**src/rtl/io_map_pkg.sv**
```systemverilog
// IO map constants shared by the IO hub and its peripherals.
// Provides bus base addresses and input-port register word indices.
package io_map_pkg;

    localparam logic [31:0] ADDR_IO  = 32'hF000_0000;
    localparam logic [31:0] ADDR_SEG = 32'hF000_0000;
    localparam logic [31:0] ADDR_LED = 32'hF100_0000;
    localparam logic [31:0] ADDR_IN  = 32'hF200_0000;

    localparam logic [3:0] REG_SW    = 4'd0;
    localparam logic [3:0] REG_KEY   = 4'd1;
    localparam logic [3:0] REG_PRESS = 4'd2;
    localparam logic [3:0] REG_COUNT = 4'd3;
    localparam logic [3:0] REG_IRQEN = 4'd4;

endpackage

```
**src/rtl/in_debounce.sv**
```systemverilog
// One-bit 2-FF synchroniser followed by a stable-count debouncer.
// Ports: clk, resetn (async active-low), din (raw async), dout (debounced).
module in_debounce
    import io_map_pkg::*;
#(
    parameter int DB_CYCLES = 50000
) (
    input  logic clk,
    input  logic resetn,
    input  logic din,
    output logic dout
);

    localparam int CW = (DB_CYCLES > 1) ? $clog2(DB_CYCLES) : 1;

    logic          s1;
    logic          s2;
    logic [CW-1:0] cnt;

    always_ff @(posedge clk or negedge resetn) begin
        if (!resetn) begin
            s1   <= 1'b0;
            s2   <= 1'b0;
            cnt  <= '0;
            dout <= 1'b0;
        end else begin
            s1 <= din;
            s2 <= s1;
            if (s2 == dout) begin
                cnt <= '0;
            end else if (cnt == CW'(DB_CYCLES - 1)) begin
                // level held long enough: accept it
                dout <= s2;
                cnt  <= '0;
            end else begin
                cnt <= cnt + 1'b1;
            end
        end
    end

endmodule

```
**src/rtl/io_input_port.sv**
```systemverilog
// Memory-mapped switch/key input port: debounced levels, sticky press
// flags, press counter and (with KEY_IRQ_EN defined) a maskable key irq.
// Ports: clk, resetn, sw_in, key_n, cs/we/addr/wdata (bus), rdata, irq.
module io_input_port
    import io_map_pkg::*;
#(
    parameter int NSW       = 10,
    parameter int NKEY      = 4,
    parameter int DB_CYCLES = 50000,
    parameter int CNT_W     = 16
) (
    input  logic            clk,
    input  logic            resetn,
    input  logic [NSW-1:0]  sw_in,
    input  logic [NKEY-1:0] key_n,
    input  logic            cs,
    input  logic            we,
    input  logic [3:0]      addr,
    input  logic [31:0]     wdata,
    output logic [31:0]     rdata,
    output logic            irq
);

    localparam int NB = NSW + NKEY;

    logic [NB-1:0]    raw;
    logic [NB-1:0]    db;
    logic [NSW-1:0]   sw_db;
    logic [NKEY-1:0]  key_db;
    logic [NKEY-1:0]  key_q;
    logic [NKEY-1:0]  press_ev;
    logic [NKEY-1:0]  press;
    logic [CNT_W-1:0] count;
    logic [CNT_W-1:0] ev_cnt;
    logic [NKEY-1:0]  irq_en;
    logic [31:0]      rd_val;
    logic             wr;
    logic             rd;

    // keys are inverted ahead of the synchroniser so reset (0) means released
    assign raw    = {~key_n, sw_in};
    assign sw_db  = db[NSW-1:0];
    assign key_db = db[NSW +: NKEY];

    for (genvar i = 0; i < NB; i++) begin : g_db
        in_debounce #(.DB_CYCLES(DB_CYCLES)) u_db (
            .clk    (clk),
            .resetn (resetn),
            .din    (raw[i]),
            .dout   (db[i])
        );
    end

    assign press_ev = key_db & ~key_q;
    assign wr       = cs & we;
    assign rd       = cs & ~we;

    always_comb begin
        ev_cnt = '0;
        for (int i = 0; i < NKEY; i++) begin
            ev_cnt = ev_cnt + CNT_W'(press_ev[i]);
        end
    end

    always_comb begin
        rd_val = '0;
        unique case (addr)
            REG_SW:    rd_val = 32'(sw_db);
            REG_KEY:   rd_val = 32'(key_db);
            REG_PRESS: rd_val = 32'(press);
            REG_COUNT: rd_val = 32'(count);
            REG_IRQEN: rd_val = 32'(irq_en);
            default:   rd_val = '0;
        endcase
    end

    always_ff @(posedge clk or negedge resetn) begin
        if (!resetn) begin
            key_q <= '0;
            press <= '0;
            count <= '0;
            rdata <= '0;
        end else begin
            key_q <= key_db;
            if (wr && addr == REG_PRESS) begin
                // new press wins over a same-cycle clear
                press <= (press & ~wdata[NKEY-1:0]) | press_ev;
            end else begin
                press <= press | press_ev;
            end
            if (wr && addr == REG_COUNT) begin
                count <= ev_cnt;
            end else begin
                count <= count + ev_cnt;
            end
            if (rd) begin
                rdata <= rd_val;
            end
        end
    end

`ifdef KEY_IRQ_EN
    always_ff @(posedge clk or negedge resetn) begin
        if (!resetn) begin
            irq_en <= '0;
            irq    <= 1'b0;
        end else begin
            if (wr && addr == REG_IRQEN) begin
                irq_en <= wdata[NKEY-1:0];
            end
            irq <= |(press & irq_en);
        end
    end
`else
    assign irq_en = '0;
    assign irq    = 1'b0;
`endif

endmodule

```
**config.mk**
```make
export PLATFORM = sky130hd
export DESIGN_NAME = io_input_port
export DESIGN_NICKNAME = d
export VERILOG_FILES = /design/src/rtl/io_map_pkg.sv /design/src/rtl/in_debounce.sv /design/src/rtl/io_input_port.sv
export SDC_FILE = /design/constraint.sdc
export NUM_CORES = 1
export LEC_CHECK = 0
export CORE_MARGIN = 3
export CORE_UTILIZATION = 50
export DETAILED_ROUTE_END_ITERATION = 10
export PLACE_DENSITY = 0.69
export SYNTH_ARGS = -nofsm -noshare
export SYNTH_HDL_FRONTEND = slang
export SYNTH_SLANG_ARGS = --single-unit
```
**constraint.sdc**
```tcl
create_clock -name clk -period 3.9 [get_ports clk]
set_input_delay 0.39 -clock clk [delete_from_list [all_inputs] [get_ports clk]]
set_output_delay 0.39 -clock clk [all_outputs]
set_load 0.03 [all_outputs]
```
==> results.md <==
- Crit path launch: g_db[10].u_db.dout
- Final TNS setup: 0 ps
- Max Cap Viol: 0
- Post-Syn Area per Cell: 10.2 um2
- Final setup viols: 0
- PwrDens: 425 mW/mm2
- Worst Path Max Fanout: 5
- CTS tree: done
- Cell area after layout: between 0.015 and 0.02 mm2
- CP endpoint kind: flip-flop
- Total length of routed wires: about 27 mm
- Post-route minimum period: 3270 ps
- Async SR Flop Fraction: 1.00
- Vias in the first global route: ~10000
- Clk_skew: between 15 and 20 ps
- Clock transition at the registers of the reported paths: around 60 ps
- Worst hold slack: -33.9 ps
- R2R setup slack: 630 ps
- Post-CTS Hold Buffers: 0
- Die X: about 180 um
- Period utilisation layout: 0.838
- Post-synth EDFFs: 0
- Final Hold Fails: 28
- Setup bufs post-CTS: 0
- Share of the synthesized area in the top cell type: 0.536
- Clk buf depth: 3
- Antenna Cells: 0
- Critical Path RT: ~4300 ps
- Least-Margin Pin Slew: 1070 ps
- Failing checks: hold timing
- Die H: roughly 180 um
- Slew Viols, Final: 0
- Reg2reg start: g_db[10].u_db.dout
- Row cnt: slightly above 60
- Hold Path Class: in -> async
- Cells after Synth: around 1400
- Initial DRT Pass Iterations: 5
- Clock Latency Late Sink: 510 ps
- Wire length per cell: about 14 um
- GRT Overall Usage: 0.178
- Area contributors post-synth: dfrtp_1 (54%), xnor2_1 (9.8%), nor2_1 (6.4%)
- Core region area: roughly 0.028 mm2
- Final Wtd Congestion: between 0.8 and 0.9
- Relative slew slack: 0.282
- Area grow syn2layout: 14.2%
- ANT nets after route: 0
- Register-to-Register Path Depth: 10
- Synthesized cell area: 0.0143 mm2
- Flop and latch count out of synthesis: 306
- Post-cts sizing count: 0
- Reg-to-reg endpoint: count[10]
- Die area: approximately 0.03 mm2
- Vias per inst: approximately 5.3
- Type of origin of the critical path: flip-flop
- DR vias: just under 10000
- IO Count: 87
- Initial drt markers: between 600 and 700
- Initial Util: 0.510
- Residual DRC count: 0
- Root buffer cell: clkbuf_16
- Initial antenna violation count: 0
- Top FF cell, synth: dfrtp_1
- Pin count of the biggest net entering global routing: approximately 120
- GR Overflow Total: 0
- Seq/Total Area, Yosys: 0.536
- CTS Sinks: approximately 300
- Yosys warning total: 0
- Leakage: ~0.0067 uW
- Count of different cell masters after synthesis: 52
- Placed Area: approximately 0.015 mm2
- Dpl hpwl: around 18 mm
- Unrepaired setup endpoints after global routing: false
- Nets: 1537
- I/O Buffers: 41
- Maximum clock frequency: about 300 MHz
- Maximum VDD drop: ~290 uV
- Status: finished, violations left
- Critical Path End: count[10]
- H-tree depth: 2
- CP arrival: between 3000 and 4000 ps
- Share of cells above drive strength 1: 0.0665
- Crit Path Category: reg -> reg
- TritonCTS buffer count: 35
- First-pass GRT wire length: between 40 and 50 mm
- Leading area contributor after synthesis: dfrtp_1
[per-layer routing]
layer / wire (um) / up-vias / global-route usage
li1: - / 4931 / -
met1: 12900 / 4821 / 0.252
met2: 12200 / 131 / 0.285
met3: 977 / 37 / 0.0313
met4: 542 / 0 / 0.0465
met5: 0 / - / 0
[where the power goes]
| group | internal (uW) | leakage [uW] | switching (uW) |
|---|---|---|---|
| Combinational | 126 | 0.00197 | 222 |
| Sequential | 3270 | 0.00414 | 94.4 |
| Clock | 1970 | 0.000574 | 1260 |
[how the worst min path moves through the flow]
| stage | end |
|---|---|
| 2_1_floorplan | count[0] |
| 3_3_place_gp | g_db[12].u_db.s2 |
| 3_5_place_dp | g_db[12].u_db.s2 |
| 4_1_cts | g_db[5].u_db.cnt[1] |
| 5_1_grt | g_db[5].u_db.cnt[1] |
| 6_report | g_db[5].u_db.cnt[1] |
[final cells by class]
type | instances | area (um2)
fill | 2378 | 11700
sequential | 306 | 7660
multi-input combinational | 1017 | 6310
clock buffer | 52 | 1070
timing repair buffer | 52 | 523
tap | 378 | 473
inverter | 50 | 188
clock inverter | 11 | 92.6
[layout by cell type (no fill, tap or decap), drive strengths merged, types with 5 or more instances in the layout]
cell	count
a21o	5
a21oi	20
a22oi	9
and3	22
and4	5
buf	12
clkbuf	52
clkdlybuf4s50	40
clkinv	8
conb	17
dfrtp	306
ha	19
inv	50
mux2	16
nand2	90
nand3	83
nand4	48
nor2	242
nor2b	8
nor3	51
nor4	65
nor4b	8
nor4bb	15
o21ai	21
o31ai	5
o41ai	5
or3	13
or4	8
xnor2	160
xor2	48
[through the flow]
step / util / setup WS [ps] / power [uW] / std cells
final: 0.582 / 630 / 6940 / 1866
after global placement: 0.541 / 711 / 3760 / 1803
after detailed placement: 0.541 / 622 / 3780 / 1803
after CTS: 0.582 / 598 / 7040 / 1866
after global routing: 0.582 / 451 / 7210 / 1866
after floorplan: - / 982 / 3600 / 1411
[sequential cells by signal, indices dropped and copies added, names as in the netlist]
register        count
g_db.u_db.cnt     224
count              16
rdata              16
g_db.u_db.dout     14
g_db.u_db.s1       14
g_db.u_db.s2       14
key_q               4
press               4
[synthesized netlist by cell type (9+ instances only)]
cell,count
nor4_1,65
nand4_1,48
xnor2_1,160
ha_1,19
a21oi_1,20
inv_1,50
xor2_1,48
a22oi_1,9
mux2_2,16
nand2_1,90
nor3_1,51
o21ai_0,21
or3_1,12
dfrtp_1,306
nor2_1,242
nand3_1,82
nor4bb_1,15
buf_4,17
and3_1,22
clkbuf_1,19
[critical path: stages, from the launching register on]
cell	delay [ps]
dfrtp_1	430
nor2b_1	270
fa_1	450
ha_1	190
ha_1	320
inv_1	70
fa_1	430
nor2b_1	270
o211ai_1	220
or3_1	390
a21oi_1	150
[cells by family (layout without fill, tap and decap cells)]
family	after synthesis	in the layout	share of synthesized area
and+or+nand+nor	676	676	0.236
other	1	17	0.000262
muxes	19	19	0.0156
DFF	306	306	0.536
buffers and inverters	88	165	0.0282
AOI/OAI and AO/OA	76	76	0.0373
adders and majority gates	21	21	0.0194
xor gates and xnor gates	208	208	0.127
(Power assumes the default switching activity.)
